File: config.mk
export PLATFORM = sky130hd
export DESIGN_NAME = mem_io_fabric
export DESIGN_NICKNAME = d
export VERILOG_FILES = /design/src/rtl/mem_io_pkg.sv /design/src/rtl/mem_io_decode.sv /design/src/rtl/mem_io_fabric.sv
export SDC_FILE = /design/constraint.sdc
export NUM_CORES = 1
export LEC_CHECK = 0
export ABC_CLOCK_PERIOD_IN_PS = 3060
export CAP_MARGIN = 30
export CORE_UTILIZATION = 26
export CTS_BUF_LIST = sky130_fd_sc_hd__clkbuf_16
export DETAILED_ROUTE_END_ITERATION = 16
export GPL_TIMING_DRIVEN = 0
export PLACE_DENSITY = 0.87
export SLEW_MARGIN = 15
export SYNTH_ARGS = -nofsm -noshare
export SYNTH_HDL_FRONTEND = slang
export SYNTH_SLANG_ARGS = --single-unit
File: constraint.sdc
create_clock -name clk -period 3.06 [get_ports clk]
set_input_delay 0.918 -clock clk [delete_from_list [all_inputs] [get_ports clk]]
set_output_delay 0.918 -clock clk [all_outputs]
set_load 0.005 [all_outputs]
File: src/rtl/mem_io_pkg.sv
// Shared types for the memory/IO fabric: target ids, wait-FSM states and
// default address-map constants.
package mem_io_pkg;

    localparam int          RAM_AW_DEF  = 11;
    localparam logic [15:0] IO_BASE_DEF = 16'h1000;

    typedef enum logic [1:0] {
        TGT_NONE = 2'd0,
        TGT_RAM  = 2'd1,
        TGT_SLOT = 2'd2
    } tgt_kind_e;

    typedef struct packed {
        tgt_kind_e  kind;
        logic [3:0] slot;
    } tgt_id_t;

    typedef enum logic {
        ST_IDLE = 1'b0,
        ST_WAIT = 1'b1
    } wait_state_e;

    localparam tgt_id_t TGT_ID_NONE = '{kind: TGT_NONE, slot: 4'd0};

endpackage

File: src/rtl/mem_io_decode.sv
// Combinational address decode: RAM window, per-slot IO windows, unmapped.
module mem_io_decode
    import mem_io_pkg::*;
#(
    parameter int          N_SLOTS = 4,
    parameter int          RAM_AW  = RAM_AW_DEF,
    parameter logic [15:0] IO_BASE = IO_BASE_DEF,
    parameter int          SLOT_AW = 4
) (
    input  logic [15:0]        i_address,
    output logic               o_ram_hit,
    output logic [N_SLOTS-1:0] o_slot_hit,
    output logic               o_unmapped
);

    logic [16:0] w_off;
    logic        w_in_page;
    logic        w_ram_hit;

    // 17-bit compare keeps RAM_AW=16 meaningful (whole space is RAM).
    assign w_ram_hit = ({1'b0, i_address} < (17'd1 << RAM_AW));
    assign w_off     = {1'b0, i_address} - {1'b0, IO_BASE};
    assign w_in_page = (i_address >= IO_BASE) && (w_off < 17'd256);

    // RAM wins any overlap so at most one target is ever selected.
    for (genvar k = 0; k < N_SLOTS; k++) begin : g_slot
        assign o_slot_hit[k] = w_in_page && !w_ram_hit &&
                               ((w_off >> SLOT_AW) == 17'(k));
    end

    assign o_ram_hit  = w_ram_hit;
    assign o_unmapped = !w_ram_hit && !(|o_slot_hit);

endmodule

File: src/rtl/mem_io_fabric.sv
// CPU data-bus fabric: RAM with optional wait states, N_SLOTS IO slots,
// 1-cycle read mux. Fault capture is built only with MEM_IO_FABRIC_FAULT_EN.
module mem_io_fabric
    import mem_io_pkg::*;
#(
    parameter int          N_SLOTS  = 4,
    parameter int          RAM_AW   = RAM_AW_DEF,
    parameter logic [15:0] IO_BASE  = IO_BASE_DEF,
    parameter int          SLOT_AW  = 4,
    parameter int          RAM_WAIT = 0
) (
    input  logic                   clk,
    input  logic                   rst_n,
    input  logic [15:0]            address,
    input  logic                   w_en,
    input  logic                   r_en,
    output logic [7:0]             dout,
    output logic                   ready,
    output logic                   ram_w_en,
    output logic                   ram_r_en,
    output logic [RAM_AW-1:0]      ram_addr,
    input  logic [7:0]             ram_dout,
    output logic [N_SLOTS-1:0]     io_w_en,
    output logic [N_SLOTS-1:0]     io_r_en,
    output logic [7:0]             io_addr,
    input  logic [8*N_SLOTS-1:0]   io_dout,
    output logic                   fault_flag,
    input  logic                   fault_flag_clr,
    output logic [15:0]            fault_addr,
    output logic                   fault_wr
);

    logic               w_ram_hit;
    logic [N_SLOTS-1:0] w_slot_hit;
    logic               w_unmapped;
    logic               w_req;
    logic               w_ready;
    wait_state_e        r_state;
    wait_state_e        w_state_nxt;
    logic [2:0]         r_cnt;
    logic [2:0]         w_cnt_nxt;
    tgt_id_t            w_tgt;
    tgt_id_t            r_rsel;
    logic [3:0]         w_slot_idx;
    logic [7:0]         w_dout;

    mem_io_decode #(
        .N_SLOTS (N_SLOTS),
        .RAM_AW  (RAM_AW),
        .IO_BASE (IO_BASE),
        .SLOT_AW (SLOT_AW)
    ) u_decode (
        .i_address  (address),
        .o_ram_hit  (w_ram_hit),
        .o_slot_hit (w_slot_hit),
        .o_unmapped (w_unmapped)
    );

    assign w_req    = w_en | r_en;
    assign ram_addr = address[RAM_AW-1:0];
    assign io_addr  = address[7:0];

    // Wait-state FSM register.
    always_ff @(posedge clk) begin
        if (!rst_n) begin
            r_state <= ST_IDLE;
            r_cnt   <= 3'd0;
        end else begin
            r_state <= w_state_nxt;
            r_cnt   <= w_cnt_nxt;
        end
    end

    // Wait-state FSM next state and ready; only RAM accesses ever stall.
    always_comb begin
        w_state_nxt = r_state;
        w_cnt_nxt   = r_cnt;
        w_ready     = 1'b1;
        if (RAM_WAIT == 0) begin
            w_state_nxt = ST_IDLE;
            w_cnt_nxt   = 3'd0;
        end else begin
            case (r_state)
                ST_IDLE: begin
                    if (w_req && w_ram_hit) begin
                        w_ready     = 1'b0;
                        w_state_nxt = ST_WAIT;
                        w_cnt_nxt   = 3'(RAM_WAIT - 1);
                    end else begin
                        w_ready     = 1'b1;
                    end
                end
                ST_WAIT: begin
                    if (!w_req) begin
                        w_ready     = 1'b0;
                        w_state_nxt = ST_IDLE;
                        w_cnt_nxt   = 3'd0;
                    end else if (r_cnt != 3'd0) begin
                        w_ready     = 1'b0;
                        w_cnt_nxt   = r_cnt - 3'd1;
                    end else begin
                        w_ready     = 1'b1;
                        w_state_nxt = ST_IDLE;
                    end
                end
                default: begin
                    w_ready     = 1'b1;
                    w_state_nxt = ST_IDLE;
                    w_cnt_nxt   = 3'd0;
                end
            endcase
        end
    end

    assign ready    = w_ready;
    assign ram_r_en = r_en & w_ram_hit & w_ready;
    assign ram_w_en = w_en & w_ram_hit & w_ready;
    assign io_r_en  = {N_SLOTS{r_en & w_ready}} & w_slot_hit;
    assign io_w_en  = {N_SLOTS{w_en & w_ready}} & w_slot_hit;

    // Encode the decoded target into a read-select id.
    always_comb begin
        w_slot_idx = 4'd0;
        for (int k = 0; k < N_SLOTS; k++) begin
            w_slot_idx = w_slot_idx | (w_slot_hit[k] ? 4'(k) : 4'd0);
        end
        w_tgt.slot = w_slot_idx;
        w_tgt.kind = w_ram_hit ? TGT_RAM : ((|w_slot_hit) ? TGT_SLOT : TGT_NONE);
    end

    // Read-select register: remembers which source answers next cycle.
    always_ff @(posedge clk) begin
        if (!rst_n) begin
            r_rsel <= TGT_ID_NONE;
        end else if (w_ready && r_en) begin
            r_rsel <= w_tgt;
        end else begin
            r_rsel <= TGT_ID_NONE;
        end
    end

    // Read-data mux driven by the registered select.
    always_comb begin
        w_dout = 8'h00;
        case (r_rsel.kind)
            TGT_RAM: w_dout = ram_dout;
            TGT_SLOT: begin
                for (int k = 0; k < N_SLOTS; k++) begin
                    w_dout = w_dout | ((r_rsel.slot == 4'(k)) ? io_dout[8*k +: 8] : 8'h00);
                end
            end
            default: w_dout = 8'h00;
        endcase
    end

    assign dout = w_dout;

`ifdef MEM_IO_FABRIC_FAULT_EN
    logic        r_fault_flag;
    logic [15:0] r_fault_addr;
    logic        r_fault_wr;
    logic        w_fault_req;
    logic        w_capture;

    // A fresh fault in the same cycle as a clear re-arms the capture.
    assign w_fault_req = w_unmapped & w_req & w_ready;
    assign w_capture   = w_fault_req & (~r_fault_flag | fault_flag_clr);

    // Fault capture registers.
    always_ff @(posedge clk) begin
        if (!rst_n) begin
            r_fault_flag <= 1'b0;
            r_fault_addr <= 16'h0000;
            r_fault_wr   <= 1'b0;
        end else begin
            r_fault_flag <= w_fault_req ? 1'b1 : (fault_flag_clr ? 1'b0 : r_fault_flag);
            r_fault_addr <= w_capture ? address : r_fault_addr;
            r_fault_wr   <= w_capture ? w_en : r_fault_wr;
        end
    end

    assign fault_flag = r_fault_flag;
    assign fault_addr = r_fault_addr;
    assign fault_wr   = r_fault_wr;
`else
    logic w_unused_fault;

    assign w_unused_fault = fault_flag_clr ^ w_unmapped;
    assign fault_flag     = 1'b0;
    assign fault_addr     = 16'h0000;
    assign fault_wr       = 1'b0;
`endif

endmodule

==> impl_metrics.py, run 1 <==
metrics = {
    "floorplan": {
        "start_util": 0.2761,
        "io_pins": 117,
        "die_w_um": 62.00,
        "fp-row-count": 21,
        "coreArea_sq_mm": 0.003390,
        "die_h_um": 62.00,
        "die_area_sq_mm": 0.003843,
    },
    "power_and_ir_drop": {
        "comb_power_share": 0.442,
        "switchingPower_uw": 98.67,
        "power_uw": 452.7,
        "seq_power_share": 0.116,
        "cellInternalPower_uw": 354.0,
        "switching_share": 0.2180,
        "power.density_mw_per_mm2": 200.2,
        "power.leakage_uw": 0.001081,
        "clockPowerShare": 0.442,
        "irDropWorstVdd_mv": 0.1532,
    },
    "placement": {
        "place_hpwl_um": 2563,
        "place_congestion": 0.7903,
        "dp_slack_ns": -1.017,
        "dpl.cell_count": 264,
        "numPortBuffers": 92,
    },
    "sta": {
        "slew_headroom": 0.6677,
        "period_share": 1.010,
        "grt_setup_unrepaired": "yes",
        "setup_violations": 7,
        "setup_ws_ns": -0.02961,
        "tightest_slew_ns": 0.4974,
        "clock.fmax_mhz": 323.7,
        "drv_slew": 0,
        "min_period_ns": 3.090,
        "hold_viol_final": 0,
    },
    "cts": {
        "cts_root_buf": "clkbuf_16",
        "clockBufferDepth": 2,
        "clk_pin_slew_worst_paths_ns": 0.03,
        "clkSinkCount": 4,
        "htreeDepth": 1,
        "cts_tree": "yes",
        "cts_buffers": 3,
    },
    "synth": {
        "yosysSeqAreaShare": 0.08556,
        "yosysUniqueCellTypes": 26,
        "synth-simple-area-share": 0.2166,
        "netlist_instances": 109,
        "avgSynthCellArea_sq_um": 8.586,
        "synth_top_family_by_area": "buffers and inverters",
        "ys.warnings.count": 0,
        "muxShareOfSynthArea": 0.1925,
        "synth_area_sq_um": 935.9,
        "synth-seq-cells": 4,
        "synth_fa_ha_area_frac": 0.05348,
        "synth_compound_area_frac": 0.08556,
        "synth_xor_area_frac": 0,
    },
    "worst_setup_path": {
        "crit_arrival_ns": 2.17,
        "critPathBufInv": 3,
        "crit_path_end_kind": "output pin",
        "crit_fanout": 5,
        "critical_path_class": "in2out",
        "setup.worst_path.start_class": "primary input",
        "slowest_stage": "or3_4",
        "path_delay_family": "buffers and inverters",
        "path_cells": "clkdlybuf4s15_1 > or3_4 > a31oi_4 > buf_8 > nor4_4 > buf_2",
        "critical_path_required_ns": 2.14,
        "critPathMaxStageDelay_ns": 0.39,
    },
    "global_routing": {
        "grt_pass1_wl_um": 4802,
        "grt_usage": 0.1708,
        "grt_max_degree": 9,
        "overflow": 0,
        "grt_pass1_vias": 1112,
        "antenna_found_initial": 0,
    },
    "route": {
        "ant_nets": 0,
        "wl_um": 3547,
        "drt_iter0_drc": 33,
        "drc_errors": 0,
        "dr.pass1.iters": 4,
        "vias_per_cell": 4.343,
        "avgRoutedWirePerCell_um": 12.81,
        "via_count": 1203,
    },
    "final_layout": {
        "fill_cells": 290,
        "fin_nets": 298,
        "final_cell_mix": "clkdlybuf4s50_1, buf_4, conb_1, buf_2, dlygate4sd2_1",
        "final-instance-count-excl-fill": 277,
        "final_common_cell": "clkdlybuf4s50_1",
        "diodes": 0,
        "top_regs": "r_rsel: 4 flops",
        "largest_reg_flops": 4,
        "drive_gt1_frac": 0.4242,
        "max_flop_register": "r_rsel",
        "areaGrowthSynthToFinish_pct": 141.6,
    },
    "status": {
        "status": "finished, violations left",
        "violations": "negative setup slack",
    },
    "job": {
        "maxCapViolCount": 0,
    },
    "worst_hold_path": {
        "min_path_type": "in2reg",
    },
}
-- through the flow --
stage	utilization	TNS, ns	area [sq um]	hold slack (ns)
3_5_place_dp	0.5836	-11.71	1978	1.547
4_1_cts	0.6301	-0.02890	2136	1.185
2_1_floorplan	-	0	999.7	1.037
5_1_grt	0.6670	-0.5882	2261	1.259
3_3_place_gp	0.5836	-11.34	1978	1.559
6_report	0.6670	-0.1449	2261	1.217
-- layer usage --
layer  part of all wire  global-route usage
met2               0.55              0.3389
met1               0.34              0.1740
met5                  0                   0
met4             0.0039             0.02857
met3               0.10             0.05383
-- worst paths after layout --
| kind | from | endpoint | slack (ns) | cells past startpoint |
|---|---|---|---|---|
| worst max-delay path | address[15] | io_r_en[0] | -0.03 | 6 |
| worst min-delay path | address[5] | r_rsel[1] | 1.22 | 3 |
-- power by group through the flow --
stage          Sequential (uW)  Combinational (uW)  Clock (uW)
6_report                  52.7                 200         200
3_5_place_dp              53.3                 172           0
2_1_floorplan             53.3                65.6           0
3_3_place_gp              53.3                 168           0
5_1_grt                   52.6                 216         208
4_1_cts                   52.7                 184         203
-- kinds of logic after synthesis --
logic type,count (synthesis)
buf+inv,47
other cells,2
simple gates,34
mux,8
fa+ha+maj,4
compound gates,10
flops,4
-- cell type report --
| class | instances | area, sq um | share of cell area |
|---|---|---|---|
| plain buffers | 43 | 330.3 | 0.1461 |
| repair buffers | 102 | 933.4 | 0.4128 |
| flip-flops and latches | 4 | 80.08 | 0.03542 |
| multi-input cells | 75 | 762.0 | 0.3370 |
| well taps | 46 | 57.56 | 0.02546 |
| clock buffers | 3 | 75.07 | 0.03320 |
| inverters | 4 | 22.52 | 0.009961 |
-- Yosys cell counts (all sizes together) --
cell type,count,area (sq um)
a22o,7,61.31
a22oi,1,7.510
a31oi,1,6.260
and2,2,12.51
and3,1,6.260
and3b,1,8.760
buf,41,312.8
clkbuf,2,7.510
conb,2,7.510
dfxtp,4,80.08
ha,4,50.05
inv,4,15.01
mux4,8,180.2
nand2,5,18.77
nand2b,3,18.77
nand3,1,5.000
nand4,1,6.260
nor2,4,15.01
nor2b,2,12.51
nor4,11,68.82
nor4b,2,23.77
o21ai,1,5.000
or3,1,6.260
-- timing repair --
item | in CTS | in global routing
gates resized for setup | 114 | 22
pin swaps | 18 | 6
endpoints found under the hold margin | 0 | 0
buffers inserted | 6 | 2
hold buffers | 0 | 0
endpoints found under the setup margin | 18 | 12
gates cloned | 2 | 0
(Power assumes the default switching activity.)
==> run 2, diff against run 1 <==
CELL_PAD_IN_SITES_DETAIL_PLACEMENT = 1   (was unset)
CELL_PAD_IN_SITES_GLOBAL_PLACEMENT = 2   (was unset)
CORE_UTILIZATION = 12   (was 26)
CTS_BUF_LIST = unset   (was sky130_fd_sc_hd__clkbuf_16)
PLACE_DENSITY = 0.88   (was 0.87)
==> impl_metrics.py, run 2 (synthesis results as in run 1) <==
metrics = {
    "status": {
        "status": "finished, violations left",
        "violations": "negative setup slack",
    },
    "cts": {
        "htreeDepth": 1,
        "cts_root_buf": "clkbuf_8",
        "clockBufferDepth": 2,
        "cts_buffers": 3,
        "cts_hold_buf": 0,
        "cts_tree": "yes",
        "clkSinkCount": 4,
        "clk_pin_slew_worst_paths_ns": 0.03,
    },
    "route": {
        "avgRoutedWirePerCell_um": 12.55,
        "drt_iter0_drc": 15,
        "dr.pass1.iters": 3,
        "via_count": 1217,
        "vias_per_cell": 3.677,
        "ant_nets": 0,
        "drc_errors": 0,
        "wl_um": 4155,
    },
    "sta": {
        "setup_violations": 4,
        "setup_ws_ns": -0.05371,
        "clock.fmax_mhz": 321.2,
        "slew_headroom": 0.6430,
        "hold_viol_final": 0,
        "hold_slack_ns": 1.201,
        "min_period_ns": 3.114,
        "grt_setup_unrepaired": "yes",
        "period_share": 1.018,
        "tightest_slew_ns": 0.5344,
        "drv_slew": 0,
    },
    "final_layout": {
        "final_cell_mix": "clkdlybuf4s50_1, buf_4, conb_1, dlygate4sd2_1, buf_2",
        "max_flop_register": "r_rsel",
        "top_regs": "r_rsel: 4 flops",
        "fill_cells": 889,
        "diodes": 0,
        "largest_reg_flops": 4,
        "fin_nets": 299,
        "final_common_cell": "clkdlybuf4s50_1",
        "drive_gt1_frac": 0.4440,
        "areaGrowthSynthToFinish_pct": 140.6,
    },
    "worst_setup_path": {
        "critPathMaxStageDelay_ns": 0.24,
        "setup.worst_path.start_class": "primary input",
        "path_delay_family": "simple AND/OR/NAND/NOR gates",
        "critical_path_required_ns": 2.14,
        "critical_path_class": "in2out",
        "slowest_stage": "ha_4",
        "crit_path_end_kind": "output pin",
        "crit_arrival_ns": 2.20,
        "critPathBufInv": 4,
        "worst-path-stages": 8,
        "startpoint": "address[13]",
        "crit_fanout": 5,
        "worstSetupEndpoint": "io_w_en[3]",
        "path_cells": "buf_8 > inv_4 > ha_4 > nor4b_4 > nand4_1 > buf_6 > nor4_4 > buf_2",
    },
    "floorplan": {
        "coreArea_sq_mm": 0.007408,
        "start_util": 0.1263,
        "die_w_um": 90.31,
        "die_area_sq_mm": 0.008156,
        "fp-row-count": 31,
        "io_pins": 117,
        "die_h_um": 90.31,
    },
    "global_routing": {
        "grt_pass1_wl_um": 6465,
        "overflow": 0,
        "grt_usage": 0.09875,
        "grt_pass1_vias": 1292,
        "antenna_found_initial": 0,
        "grt_max_degree": 9,
    },
    "placement": {
        "place_congestion": 0.6875,
        "place_hpwl_um": 3263,
        "numPortBuffers": 92,
        "dp_slack_ns": -1.095,
    },
    "power_and_ir_drop": {
        "power.leakage_uw": 0.001064,
        "irDropWorstVdd_mv": 0.08055,
        "power.density_mw_per_mm2": 158.2,
    },
    "job": {
        "maxCapViolCount": 0,
    },
    "worst_hold_path": {
        "min_path_type": "in2reg",
    },
}
-- run 2: cell count changes in the layout (fill, tap and decap cells not counted), sizes merged --
cell           before  now
clkbuf              5    6
clkdlybuf4s15       4    1
dlymetal6s2s        4    7
dlygate4sd2        13   16
clkdlybuf4s50      54   49
buf                68   70
-- run 2: final cells by class --
| cell class | count | area, sq um | area share |
|---|---|---|---|
| buffer | 43 | 326.6 | 0.1450 |
| clock buffer | 3 | 41.29 | 0.01833 |
| inverter | 4 | 20.02 | 0.008889 |
| multi-input combinational | 75 | 730.7 | 0.3244 |
| sequential | 4 | 80.08 | 0.03556 |
| tap | 99 | 123.9 | 0.05500 |
| timing repair buffer | 103 | 929.6 | 0.4128 |
-- run 2: power by group --
part	switching, uW	internal, uW
registers	0.0459	52.6
clock network	26.1	83.8
logic	62.4	131
-- run 2: layer usage --
metal  track usage  up-vias  wire length (um)
li1              -      590                 -
met1        0.1031      557              1554
met2        0.1915       68              2226
met3       0.03030        2               346
met4       0.02151        0                27
met5             0        -                 0
-- run 2: repair_timing --
action,CTS,global route
hold endpoints to repair,0,0
setup buffers,9,1
pin swaps,17,3
cloned,2,0
endpoints found under the setup margin,18,13
resized for setup,123,16
-- run 2: per-stage QoR --
step	power [uW]	util	TNS, ns	cells	instance area, sq um
after floorplan	118.9	-	0	126	999.7
after detailed placement	227.6	0.2760	-12.55	317	2044
after CTS	357.7	0.2994	-0.2426	331	2218
after global routing	379.8	0.3040	-0.4086	331	2252
final	356.3	0.3040	-0.05688	331	2252
after global placement	223.5	0.2760	-12.22	317	2044
-- run 2: worst min path at each step --
stage	startpoint	endpoint	cells after the start
2_1_floorplan	r_en	r_rsel[0]	2
3_3_place_gp	rst_n	r_rsel[1]	3
3_5_place_dp	rst_n	r_rsel[1]	3
4_1_cts	address[13]	r_rsel[1]	5
5_1_grt	address[13]	r_rsel[1]	5
6_report	address[13]	r_rsel[1]	5
==> run 3, diff against run 2 <==
MAX_ROUTING_LAYER = met4   (was unset)
TNS_END_PERCENT = 30   (was unset)
==> impl_metrics.py, run 3 (synthesis results as in run 1) <==
metrics = {
    "global_routing": {
        "grt_pass1_wl_um": 6437,
        "grt_pass1_vias": 1288,
        "grt_max_degree": 9,
        "grt_usage": 0.1012,
        "overflow": 0,
        "antenna_found_initial": 0,
    },
    "placement": {
        "place_hpwl_um": 3263,
        "numPortBuffers": 92,
        "place_congestion": 0.6947,
    },
    "worst_hold_path": {
        "hold_path_depth": 5,
        "min-delay-start": "address[13]",
        "min_to": "r_rsel[1]",
        "min_path_type": "in2reg",
    },
    "final_layout": {
        "areaGrowthSynthToFinish_pct": 140.8,
        "fill_cells": 886,
        "diodes": 0,
        "largest_reg_flops": 4,
        "max_flop_register": "r_rsel",
        "multi_input_area_sq_um": 734.5,
        "top_regs": "r_rsel: 4 flops",
        "register_area_sq_um": 80.08,
        "fin_nets": 298,
        "final_common_cell": "clkdlybuf4s50_1",
        "drive_gt1_frac": 0.4416,
        "final_cell_mix": "clkdlybuf4s50_1, buf_4, conb_1, buf_2, dlygate4sd2_1",
    },
    "floorplan": {
        "die_area_sq_mm": 0.008156,
        "die_h_um": 90.31,
        "die_w_um": 90.31,
        "start_util": 0.1263,
        "io_pins": 117,
        "coreArea_sq_mm": 0.007408,
        "fp-row-count": 31,
    },
    "power_and_ir_drop": {
        "irDropWorstVdd_mv": 0.08062,
        "power_uw": 358.1,
        "power.density_mw_per_mm2": 158.9,
        "power.leakage_uw": 0.001051,
        "cellInternalPower_uw": 269.3,
        "switchingPower_uw": 88.86,
        "seq_power_share": 0.147,
        "clockPowerShare": 0.307,
        "comb_power_share": 0.546,
        "switching_share": 0.2481,
    },
    "sta": {
        "slew_headroom": 0.6422,
        "hold_slack_ns": 1.203,
        "setup_violations": 2,
        "drv_slew": 0,
        "clock.fmax_mhz": 320.6,
        "hold_viol_final": 0,
        "period_share": 1.019,
        "grt_setup_unrepaired": "yes",
        "setup_ws_ns": -0.05870,
        "tightest_slew_ns": 0.5356,
        "min_period_ns": 3.119,
    },
    "cts": {
        "clkSinkCount": 4,
        "clockBufferDepth": 2,
        "clk_pin_slew_worst_paths_ns": 0.03,
        "cts_tree": "yes",
        "cts_root_buf": "clkbuf_8",
        "cts_hold_buf": 0,
        "htreeDepth": 1,
        "cts_buffers": 3,
    },
    "worst_setup_path": {
        "setup.worst_path.start_class": "primary input",
        "crit_arrival_ns": 2.20,
        "crit_fanout": 5,
        "crit_path_end_kind": "output pin",
        "critical_path_class": "in2out",
        "critical_path_required_ns": 2.14,
    },
    "route": {
        "wl_um": 4127,
        "ant_nets": 0,
        "dr.pass1.iters": 3,
        "avgRoutedWirePerCell_um": 12.51,
        "drc_errors": 0,
        "drt_iter0_drc": 18,
        "via_count": 1218,
        "vias_per_cell": 3.691,
    },
    "status": {
        "status": "finished, violations left",
        "violations": "negative setup slack",
    },
    "job": {
        "maxCapViolCount": 0,
    },
}
==> run 3: cell types whose count changed in the layout (fill, tap and decap cells not counted) <==
cell,previous run,this run
a22oi_1,1,0
a22oi_2,0,1
and3b_1,0,1
and3b_2,1,0
buf_2,16,13
buf_4,48,47
clkbuf_2,1,4
clkdlybuf4s50_1,49,53
dlygate4sd2_1,16,12
==> run 3: repair_timing <==
action / 4_1_cts / 5_1_grt
pin swaps: 16 / 4
resized for setup: 113 / 19
buffers inserted: 8 / 1
setup endpoints to repair: 18 / 17
cloned: 2 / 0
==> run 3: final cells by class <==
cell class                      count  area share
Inverter                            4    0.008884
Timing Repair Buffer              102      0.4114
Buffer                             43      0.1449
Sequential cell                     4     0.03554
Tap cell                           99     0.05497
Multi-Input combinational cell     75      0.3259
Clock buffer                        3     0.01832
==> run 3: stage by stage <==
stage            util  worst slack (ns)  std cells  cell area [sq um]  TNS (ns)
2_1_floorplan       -            0.1575        126              999.7         0
3_3_place_gp   0.2760            -1.050        317               2044    -12.22
3_5_place_dp   0.2760            -1.095        317               2044    -12.55
4_1_cts        0.3011          -0.06714        330               2231   -0.4134
5_1_grt        0.3042           -0.1126        330               2253   -0.4207
6_report       0.3042          -0.05870        330               2253  -0.05978
==> run 3: per-layer routing <==
layer | share of wire | vias to the layer above | GRT usage
li1 | - | 585 | -
met2 | 0.54 | 68 | 0.1940
met3 | 0.067 | 0 | 0.02189
met4 | 0 | 0 | 0.01613
met1 | 0.39 | 565 | 0.1071
met5 | 0 | - | -
==> run 3: worst max-delay path by stage <==
stage | startpoint | end | slack [ns] | depth (start not counted)
floorplan | address[13] | io_r_en[0] | 0.16 | 6
global placement | address[12] | io_r_en[3] | -1.05 | 8
detailed placement | address[12] | io_r_en[1] | -1.09 | 8
CTS | address[13] | io_r_en[3] | -0.07 | 9
global route | address[13] | io_w_en[3] | -0.11 | 8
finish | address[13] | io_w_en[3] | -0.06 | 8
==> run 3: power groups by stage <==
stage | clock, uW | sequential (uW) | combinational, uW
floorplan | 0 | 53.3 | 65.6
global placement | 0 | 53.4 | 170
detailed placement | 0 | 53.4 | 174
CTS | 114 | 52.7 | 193
global route | 118 | 52.6 | 210
finish | 110 | 52.7 | 196
==> run 3: critical path, cell delays in order <==
cell and delay [ns]:
buf_8 0.08, inv_4 0.03, ha_4 0.24, nor4b_4 0.16
nand4_1 0.18, buf_6 0.19, nor4_4 0.24, buf_2 0.15
